--- src/rtl/tx_frame_padder.sv ---
// Zero-pads runt Ethernet frames to MIN_FRAME_BYTES and clips oversize frames at MAX_FRAME_BYTES.
// One registered output stage (1 cycle); input is held off while pad beats are generated.
module tx_frame_padder #(
  parameter int DATA_WIDTH      = 16,
  parameter int MIN_FRAME_BYTES = 60,
  parameter int MAX_FRAME_BYTES = 1514
) (
  input  logic                    user_clk,
  input  logic                    reset,
  input  logic [DATA_WIDTH*8-1:0] s_axis_tdata,
  input  logic [DATA_WIDTH-1:0]   s_axis_tkeep,
  input  logic                    s_axis_tvalid,
  input  logic                    s_axis_tlast,
  output logic                    s_axis_tready,
  output logic [DATA_WIDTH*8-1:0] m_axis_tdata,
  output logic [DATA_WIDTH-1:0]   m_axis_tkeep,
  output logic                    m_axis_tvalid,
  output logic                    m_axis_tlast,
  output logic                    m_axis_tuser,
  input  logic                    m_axis_tready,
  output logic [31:0]             stat_frames,
  output logic [31:0]             stat_padded,
  output logic [31:0]             stat_truncated
);

  localparam int CW = 16;
  localparam logic [CW-1:0] MIN_B = CW'(MIN_FRAME_BYTES);
  localparam logic [CW-1:0] MAX_B = CW'(MAX_FRAME_BYTES);
  localparam logic [CW-1:0] DW_B  = CW'(DATA_WIDTH);

  typedef enum logic [1:0] {PASS, PAD, DROP} state_t;

  state_t        state;
  logic [CW-1:0] byte_cnt;
  logic [CW-1:0] n_bytes;
  logic [CW-1:0] tot;
  logic          out_load;
  logic          in_acc;

  function automatic logic [DATA_WIDTH-1:0] keep_lsb(input logic [CW-1:0] cnt);
    logic [DATA_WIDTH-1:0] k;
    k = '0;
    for (int i = 0; i < DATA_WIDTH; i++) k[i] = (CW'(i) < cnt);
    return k;
  endfunction

  function automatic logic [DATA_WIDTH*8-1:0] zero_unkept(input logic [DATA_WIDTH*8-1:0] d,
                                                          input logic [DATA_WIDTH-1:0]   k);
    logic [DATA_WIDTH*8-1:0] r;
    r = '0;
    for (int i = 0; i < DATA_WIDTH; i++) if (k[i]) r[i*8 +: 8] = d[i*8 +: 8];
    return r;
  endfunction

  always_comb begin
    n_bytes = '0;
    for (int i = 0; i < DATA_WIDTH; i++) n_bytes = n_bytes + CW'(s_axis_tkeep[i]);
    tot      = byte_cnt + n_bytes;
    out_load = !m_axis_tvalid || m_axis_tready;
    s_axis_tready = 1'b0;
    if (!reset) begin
      case (state)
        PASS:    s_axis_tready = out_load;
        DROP:    s_axis_tready = 1'b1;
        default: s_axis_tready = 1'b0;
      endcase
    end
    in_acc = s_axis_tvalid && s_axis_tready;
  end

  always_ff @(posedge user_clk) begin
    if (reset) begin
      state          <= PASS;
      byte_cnt       <= '0;
      m_axis_tdata   <= '0;
      m_axis_tkeep   <= '0;
      m_axis_tvalid  <= 1'b0;
      m_axis_tlast   <= 1'b0;
      m_axis_tuser   <= 1'b0;
      stat_frames    <= '0;
      stat_padded    <= '0;
      stat_truncated <= '0;
    end else begin
      if (m_axis_tvalid && m_axis_tready && m_axis_tlast) stat_frames <= stat_frames + 32'd1;

      case (state)
        PASS: begin
          // in_acc already implies the output register is free to load
          if (in_acc) begin
            m_axis_tvalid <= 1'b1;
            m_axis_tuser  <= 1'b0;
            if (tot >= MAX_B && !(s_axis_tlast && tot == MAX_B)) begin
              m_axis_tdata   <= s_axis_tdata;
              m_axis_tkeep   <= keep_lsb(MAX_B - byte_cnt);
              m_axis_tlast   <= 1'b1;
              m_axis_tuser   <= 1'b1;
              stat_truncated <= stat_truncated + 32'd1;
              byte_cnt       <= '0;
              state          <= s_axis_tlast ? PASS : DROP;
            end else if (s_axis_tlast && tot >= MIN_B) begin
              m_axis_tdata <= s_axis_tdata;
              m_axis_tkeep <= s_axis_tkeep;
              m_axis_tlast <= 1'b1;
              byte_cnt     <= '0;
            end else if (s_axis_tlast) begin
              m_axis_tdata <= zero_unkept(s_axis_tdata, s_axis_tkeep);
              stat_padded  <= stat_padded + 32'd1;
              if (byte_cnt + DW_B >= MIN_B) begin
                m_axis_tkeep <= keep_lsb(MIN_B - byte_cnt);
                m_axis_tlast <= 1'b1;
                byte_cnt     <= '0;
              end else begin
                m_axis_tkeep <= '1;
                m_axis_tlast <= 1'b0;
                byte_cnt     <= byte_cnt + DW_B;
                state        <= PAD;
              end
            end else begin
              m_axis_tdata <= s_axis_tdata;
              m_axis_tkeep <= s_axis_tkeep;
              m_axis_tlast <= 1'b0;
              byte_cnt     <= tot;
            end
          end else if (out_load) begin
            m_axis_tvalid <= 1'b0;
          end
        end

        PAD: begin
          if (out_load) begin
            m_axis_tvalid <= 1'b1;
            m_axis_tdata  <= '0;
            m_axis_tuser  <= 1'b0;
            if (MIN_B - byte_cnt > DW_B) begin
              m_axis_tkeep <= '1;
              m_axis_tlast <= 1'b0;
              byte_cnt     <= byte_cnt + DW_B;
            end else begin
              m_axis_tkeep <= keep_lsb(MIN_B - byte_cnt);
              m_axis_tlast <= 1'b1;
              byte_cnt     <= '0;
              state        <= PASS;
            end
          end
        end

        DROP: begin
          // the truncated tlast beat may still be waiting on the router
          if (out_load) m_axis_tvalid <= 1'b0;
          if (s_axis_tvalid && s_axis_tlast) state <= PASS;
        end

        default: state <= PASS;
      endcase
    end
  end

endmodule

--- config.mk ---
export PLATFORM = sky130hd
export DESIGN_NAME = tx_frame_padder
export DESIGN_NICKNAME = d
export VERILOG_FILES = /design/src/rtl/tx_frame_padder.sv
export SDC_FILE = /design/constraint.sdc
export NUM_CORES = 1
export LEC_CHECK = 0
export ABC_AREA = 1
export BUFFER_PORTS_ARGS = -buffer_cell sky130_fd_sc_hd__buf_2
export CAP_MARGIN = 20
export CORE_UTILIZATION = 50
export CTS_CLUSTER_SIZE = 40
export DETAILED_ROUTE_END_ITERATION = 10
export GPL_TIMING_DRIVEN = 1
export PLACE_DENSITY = 0.78
export SYNTH_ARGS = -nofsm -noshare
export SYNTH_HDL_FRONTEND = slang
export SYNTH_SLANG_ARGS = --single-unit
--- constraint.sdc ---
create_clock -name user_clk -period 13 [get_ports user_clk]
set_input_delay 0 -clock user_clk [delete_from_list [all_inputs] [get_ports user_clk]]
set_output_delay 0 -clock user_clk [all_outputs]
set_load 0.01 [all_outputs]
==> results of run 1 <==
power breakdown:
group	internal, uW	switching (uW)	total, uW	leakage (uW)
Clock	537	358	896	0.000504
Combinational	512	1170	1690	0.00585
Sequential	938	125	1060	0.00212
kinds of logic after synthesis:
group | count (synthesis) | synth area share [%]
flops | 261 | 36.3
compound gates | 414 | 14.8
simple gates | 1145 | 35.0
buf+inv | 316 | 8.50
fa+ha+maj | 34 | 3.58
xor+xnor | 30 | 1.83
metrics by stage:
step	instances	total power [uW]	util, %	area (um^2)	setup WS [ns]
2_1_floorplan	2200	2150	-	14400	8.57
3_3_place_gp	2872	2590	58.8	16500	7.33
3_5_place_dp	2872	2630	58.8	16500	7.06
4_1_cts	3066	3550	67.5	18900	6.90
5_1_grt	3070	3850	67.6	18900	6.42
6_report	3073	3650	67.6	18900	6.70
critical path, delay by kind of cell:
kind	cells	cell delay [ns]
buf+inv	5	1.67
fa+ha+maj	6	2.64
simple gates	11	2.11
compound gates	2	0.29
area by class of cell:
class | instances | share of cell area (%)
clock buffer | 35 | 4.22
clock inverter | 18 | 1.27
sequential | 261 | 27.6
tap | 378 | 2.50
antenna | 7 | 0.0925
inverter | 211 | 4.19
timing repair buffer | 540 | 18.1
multi-input combinational | 1623 | 42.0
registers in the layout, indices dropped and copies added (netlist names):
signal / flops
m_axis_tuser: 1
m_axis_tlast: 1
stat_frames: 32
stat_padded: 32
m_axis_tdata: 128
stat_truncated: 32
m_axis_tvalid: 1
m_axis_tkeep: 16
state: 2
byte_cnt: 16
what timing repair did:
action,CTS,global route
setup buffers,0,0
hold buffers,141,0
hold endpoints to repair,146,0
gates resized for setup,0,0
worst paths after layout:
kind	slack, ns	from	endpoint
worst min-delay path	0.03	s_axis_tlast	byte_cnt[4]
worst min register to register	0.46	m_axis_tkeep[6]	m_axis_tkeep[6]
worst max register to register	6.90	byte_cnt[0]	m_axis_tdata[19]
worst max-delay path	6.70	s_axis_tkeep[1]	m_axis_tdata[19]
layer usage:
| metal | vias up | part of all wire [%] | global-route usage, % |
|---|---|---|---|
| met5 | - | 0 | 0 |
| met4 | 0 | 7.6 | 25.7 |
| met3 | 318 | 9.8 | 7.55 |
| met2 | 1100 | 45 | 60.2 |
| met1 | 8073 | 37 | 43.9 |
| li1 | 8225 | - | - |
placed cells by master, fill, tap and decap left out, types with 39 or more instances in the layout:
cell                            instances
sky130_fd_sc_hd__a21oi_1              248
sky130_fd_sc_hd__nor2_1               183
sky130_fd_sc_hd__nand4_1               39
sky130_fd_sc_hd__dlygate4sd3_1        141
sky130_fd_sc_hd__nand3_1              270
sky130_fd_sc_hd__dfxtp_1              261
sky130_fd_sc_hd__inv_1                198
sky130_fd_sc_hd__nor3_1                65
sky130_fd_sc_hd__buf_2                391
sky130_fd_sc_hd__o21ai_0              135
sky130_fd_sc_hd__nand2_1              522
==> metrics.yaml, run 1 <==
sta:
  tns_ns: 0
  setup_repair_after_global_routing_missed_its_margin: "no"
  final_hold_viol_count: 0
  max_clock_freq_ghz: 0.159
  total_setup_violations_reported_at_the_end_of_the_flow: 0
  timing.slew.headroom_pct: 23.6
  skew_ns: 0.0136
  min_period_over_period_pct: 48.5
  worst_tran_pin_value_ns: 1.15
  finalMaxSlewViolations: 0
  final_period_minus_worst_setup_slack_ns: 6.30
  hold_ws_ns: 0.0279
grt:
  gr-total-overflow: 0
  grt_antenna_before_repair: 4
  wire_length_of_the_first_global_routing_pass_um: 87000
  grt_max_degree: 123
  groute.usage.overall_pct: 37.1
  grt_pass1_vias: 16666
clock_tree:
  cts_root_buffer: "sky130_fd_sc_hd__clkbuf_16"
  htreeDepth: 1
  clk_pin_slew_worst_paths_ns: 0.07
  tritoncts: "built"
  clk-insertion-delay-late_ns: 0.55
  numCtsBuffers: 29
  tritoncts_num_sinks: 261
  cts_max_path_buffers: 3
detailed_routing:
  iteration_0_drc_markers: 1863
  route.antenna.remaining_nets: 0
  avgViaCountPerCell: 5.77
  routed-via-count: 17716
  wirelength_um: 56600
  drcViolationCount: 0
  post_drt_wl_per_cell_um: 18.4
  drt_pre_antenna_iters: 6
logic_synthesis:
  yosys.cell_types.count: 45
  number_of_instances_in_the_synthesized_netlist: 2200
  most_repeated_cell_in_the_gate_level_netlist_after_synthesis: "sky130_fd_sc_hd__nand2_1"
  synth_flop_cell: "sky130_fd_sc_hd__dfxtp_1"
  yosys_warnings: 0
  synth-edff-count: 0
  syn_area_per_cell_um2: 6.54
  part_of_the_yosys_area_used_for_sequential_elements_pct: 36.3
  top_area_cell_type_share_of_the_netlist_area_pct: 36.3
  yosysTopAreaCell: "sky130_fd_sc_hd__dfxtp_1"
  syn-num-nets: 2383
  synth-async-reset-ratio_pct: 0
  postSynthRegisterBits: 261
  mappedNetlistArea_um2: 14400
  synth.top_cells.by_area: "sky130_fd_sc_hd__dfxtp_1, sky130_fd_sc_hd__nand2_1, sky130_fd_sc_hd__nand3_1"
  netlist_top_cells_count: "sky130_fd_sc_hd__nand2_1, sky130_fd_sc_hd__nand3_1, sky130_fd_sc_hd__dfxtp_1"
layout:
  area_growth_syn_to_layout_pct: 31.6
  drive_gt1_share_pct: 18.4
  multi_input_comb_area_um2: 7960
  seqCellArea_um2: 5230
  fillers: 2308
  net_count_of_the_finished_layout: 2849
floorplan:
  design.die.area_um2: 29500
  start_util_pct: 51.4
  floorplan_die_height_um: 172
  core_area_um2: 28000
  io_pins: 393
  chipWidth_um: 172
  fp-row-count: 61
critical_path:
  slowest_stage_delay_on_critical_path_ns: 0.59
  critPathArrivalTime_ns: 6.73
  crit_type: "in2reg"
  worstPathRequired_ns: 13.43
  timing.critical_path.slowest_stage_cell: "sky130_fd_sc_hd__dlygate4sd3_1"
  timing.critical_path.mode_cell: "sky130_fd_sc_hd__nand2_1"
  worstRegToRegCells: 21
  critical_path_launch_point_type: "primary input"
  critPathCaptureType: "flip-flop"
  critical_path.max_fanout: 18
  worstPathCellList: "dlygate4sd3_1, buf_2, fa_1, inv_1, fa_1, fa_1, fa_1, fa_1, inv_1, fa_1, nand2_1, nand2_1, nand3_1, nand2_1, nand2_1, nand2_1, nand2_1, a21oi_1, nand3_1, nor2_4, nand2_1, nand3_1, a21oi_1, dlygate4sd3_1"
run_status:
  outcome: "finished clean"
place:
  detailed_place_hpwl_um: 37100
  total_of_buffers_placed_on_input_and_output_ports: 392
  replace_congestion: 0.965
pwr:
  cellLeakagePower_uw: 0.00848
  vdd_drop_max_mv: 0.155
  power_density_nw_per_um2: 193
worst_hold_path:
  hold-path-cell-count: 4
  hold_path_class: "in2reg"
flow_run:
  number_of_max_cap_violations: 0
(Power assumes the default switching activity.)
==> run 2, diff against run 1 <==
- clock period: 13 -> 6.1 ns (I/O delays scaled with it)
==> run 2 against run 1 <==
Net effect:
- routed wire length is 1.1% higher
- first-iteration DRC count up 1.3%
- die area stayed put
- critical endpoint is now m_axis_tdata[75]
- largest cell class unchanged
- combinational power increased by 110%
==> metrics.yaml, run 2 (synthesis results as in run 1) <==
clock_tree:
  tritoncts: "built"
  cts.repair.resized: 0  # unchanged
  cts_max_path_buffers: 3  # unchanged
  post_cts_setup_driven_buffer_insertion_count: 0  # unchanged
  tritoncts_num_sinks: 261  # unchanged
  clk-insertion-delay-late_ns: 0.55  # about the same
  htreeDepth: 1  # unchanged
  numCtsBuffers: 29  # unchanged
  clk_pin_slew_worst_paths_ns: 0.06  # about the same
  cts_root_buffer: "sky130_fd_sc_hd__clkbuf_16"
  postCtsHoldBufs: 135  # -4.3%
worst_hold_path:
  min_from: "s_axis_tkeep[11]"
  whs_endpoint: "m_axis_tkeep[11]"
  hold-path-cell-count: 7  # +3
  hold_path_class: "in2reg"
critical_path:
  critPathArrivalTime_ns: 5.90  # -0.83 ns
  critical_path_buf_inv_count: 4  # -1
  timing_startpoint_of_the_critical_path: "s_axis_tkeep[5]"
  slowest_stage_delay_on_critical_path_ns: 0.57  # -0.02 ns
  worstPathRequired_ns: 6.45  # -6.98 ns
  critical_path_launch_point_type: "primary input"
  worstReg2RegEnd: "m_axis_tdata[75]"
  setup.reg_to_reg.worst_slack_ns: 0.73  # -6.17 ns
  timing.critical_path.slowest_stage_cell: "sky130_fd_sc_hd__dlygate4sd3_1"
  critical_path.max_fanout: 18  # unchanged
  worstRegToRegCells: 20  # -4.8%
  critPathCaptureType: "flip-flop"
  worstPathCellList: "dlygate4sd3_1, buf_2, fa_1, inv_1, fa_1, fa_1, fa_1, fa_1, inv_1, fa_1, nand2_1, nand2_1, nand3_1, nand2_1, nand2_1, nand2_1, nand2_1, a21oi_1, nand3_1, nor2_4, nand2_1, nand3_1, a21oi_1"
  crit_cells: 23  # -4.2%
  crit_type: "in2reg"
  cp_delay_by_family_top: "adder cells"
  reg_to_reg_start: "byte_cnt[0]"
  timing.critical_path.mode_cell: "sky130_fd_sc_hd__nand2_1"
sta:
  tns_ns: 0  # unchanged
  max_clock_freq_ghz: 0.180
  min_period_over_period_pct: 91.0
  final_hold_viol_count: 0  # unchanged
  final_period_minus_worst_setup_slack_ns: 5.55
  timing.slew.headroom_pct: 25.2  # +1.6 points
  skew_ns: 0.0142  # +0.000576 ns
  setup_repair_after_global_routing_missed_its_margin: "no"
  worst_tran_pin_value_ns: 1.12  # -0.0243 ns
  finalMaxSlewViolations: 0  # unchanged
  total_setup_violations_reported_at_the_end_of_the_flow: 0  # unchanged
floorplan:
  io_pins: 393  # unchanged
  start_util_pct: 51.4  # unchanged
  floorplan_die_height_um: 172  # unchanged
  core_area_um2: 28000  # unchanged
  chipWidth_um: 172  # unchanged
  fp-row-count: 61  # unchanged
  design.die.area_um2: 29500  # unchanged
layout:
  flip_flop_count_of_the_largest_register_after_layout: 128  # unchanged
  drive_gt1_share_pct: 18.3  # -0.098 points
  commonest_non_fill_non_tap_cell_in_the_layout: "sky130_fd_sc_hd__nand2_1"
  fillers: 2358  # +2.2%
  seqCellArea_um2: 5230  # unchanged
  multi_input_comb_area_um2: 7960  # unchanged
  layout_common_cells: "sky130_fd_sc_hd__nand2_1, sky130_fd_sc_hd__buf_2, sky130_fd_sc_hd__nand3_1"
  area_growth_syn_to_layout_pct: 30.4
  registers.top_by_ff_count: "m_axis_tdata"
  net_count_of_the_finished_layout: 2848  # -0.035%
grt:
  grt_antenna_before_repair: 5  # +1
  wire_length_of_the_first_global_routing_pass_um: 87200  # +0.29%
  gr-total-overflow: 0  # unchanged
  groute.usage.overall_pct: 37.2  # +0.15 points
  grt_pass1_vias: 16571  # -0.57%
  grt_max_degree: 105  # -15%
pwr:
  design_power_total_uw: 7590  # +110%
  p_sw_share_pct: 46.5  # +1.0 points
  p_int_uw: 4060  # +100%
  cellLeakagePower_uw: 0.00840  # -0.96%
  total_switching_power_uw: 3530  # +110%
  vdd_drop_max_mv: 0.276  # +78%
  share_seq_of_total_power_pct: 29.9  # +0.7 points
  p_clk_share_pct: 22.3  # -2.3 points
  power_density_nw_per_um2: 404  # +110%
  combinationalPowerShare_pct: 47.8  # +1.5 points
place:
  detailed_place_hpwl_um: 37500  # +1.2%
  replace_congestion: 0.938  # -2.8%
  total_of_buffers_placed_on_input_and_output_ports: 392  # unchanged
detailed_routing:
  iteration_0_drc_markers: 1888  # +1.3%
  avgViaCountPerCell: 5.82  # +0.95%
  drcViolationCount: 0  # unchanged
  route.antenna.remaining_nets: 0  # unchanged
  routed-via-count: 17867  # +0.85%
  post_drt_wl_per_cell_um: 18.7  # +1.2%
  wirelength_um: 57300  # +1.1%
  drt_pre_antenna_iters: 7  # +1
run_status:
  outcome: "finished clean"
flow_run:
  number_of_max_cap_violations: 0  # unchanged
run 2: cell count changes in the layout (fill, tap and decap cells not counted), sizes merged:
cell,before,now
clkinvlp,4,2
clkbuf,35,40
buf,399,404
diode,7,6
bufinv,5,1
dlygate4sd3,141,135
run 2: worst min-delay path: cells and delay by family:
family	cells	cell delay [ns]
buffers and inverters	2	0.20
AOI/OAI and AO/OA	1	0.05
and+or+nand+nor	4	0.25
run 2: cell type report:
class	count	area share [%]
Clock buffer	40	4.25
Tap cell	378	2.52
Multi-Input combinational cell	1623	42.4
Sequential cell	261	27.8
Clock inverter	12	0.540
Inverter	211	4.23
Timing Repair Buffer	539	18.1
Antenna cell	6	0.0800
run 2: worst max-delay path by stage:
stage,endpoint,slack [ns]
floorplan,m_axis_tdata[118],1.67
global placement,stat_padded[10],0.81
detailed placement,stat_padded[10],0.62
CTS,stat_padded[10],0.61
global route,stat_padded[10],0.17
finish,m_axis_tdata[75],0.55
run 2: metrics by stage:
stage                     util, %  area, um^2  setup WS [ns]  cells  hold WS, ns
after global routing         67.0       18800          0.167   3069       0.0373
after global placement       58.9       16500          0.807   2877        0.269
final                        67.0       18800          0.547   3070       0.0240
after detailed placement     58.9       16500          0.624   2877        0.275
after floorplan                 -       14400           1.67   2200        0.162
after CTS                    67.0       18800          0.613   3064      0.00381
run 2: layer usage:
metal  global-route usage (%)  wire [um]  vias to the layer above  part of all wire, %
met5                        0          0                        -                    0
met4                     22.0       3980                        0                  7.0
met3                     8.12       6060                      313                   11
met2                     61.4      25800                     1178                   45
met1                     44.4      21400                     8151                   37
li1                         -          -                     8225                    -
run 2: power by group through the flow:
stage | sequential (uW) | clock [uW] | combinational, uW
floorplan | 2290 | 0 | 2300
detailed placement | 2260 | 0 | 3380
global route | 2290 | 1770 | 3980
finish | 2270 | 1690 | 3630
CTS | 2230 | 1690 | 3460
global placement | 2260 | 0 | 3330
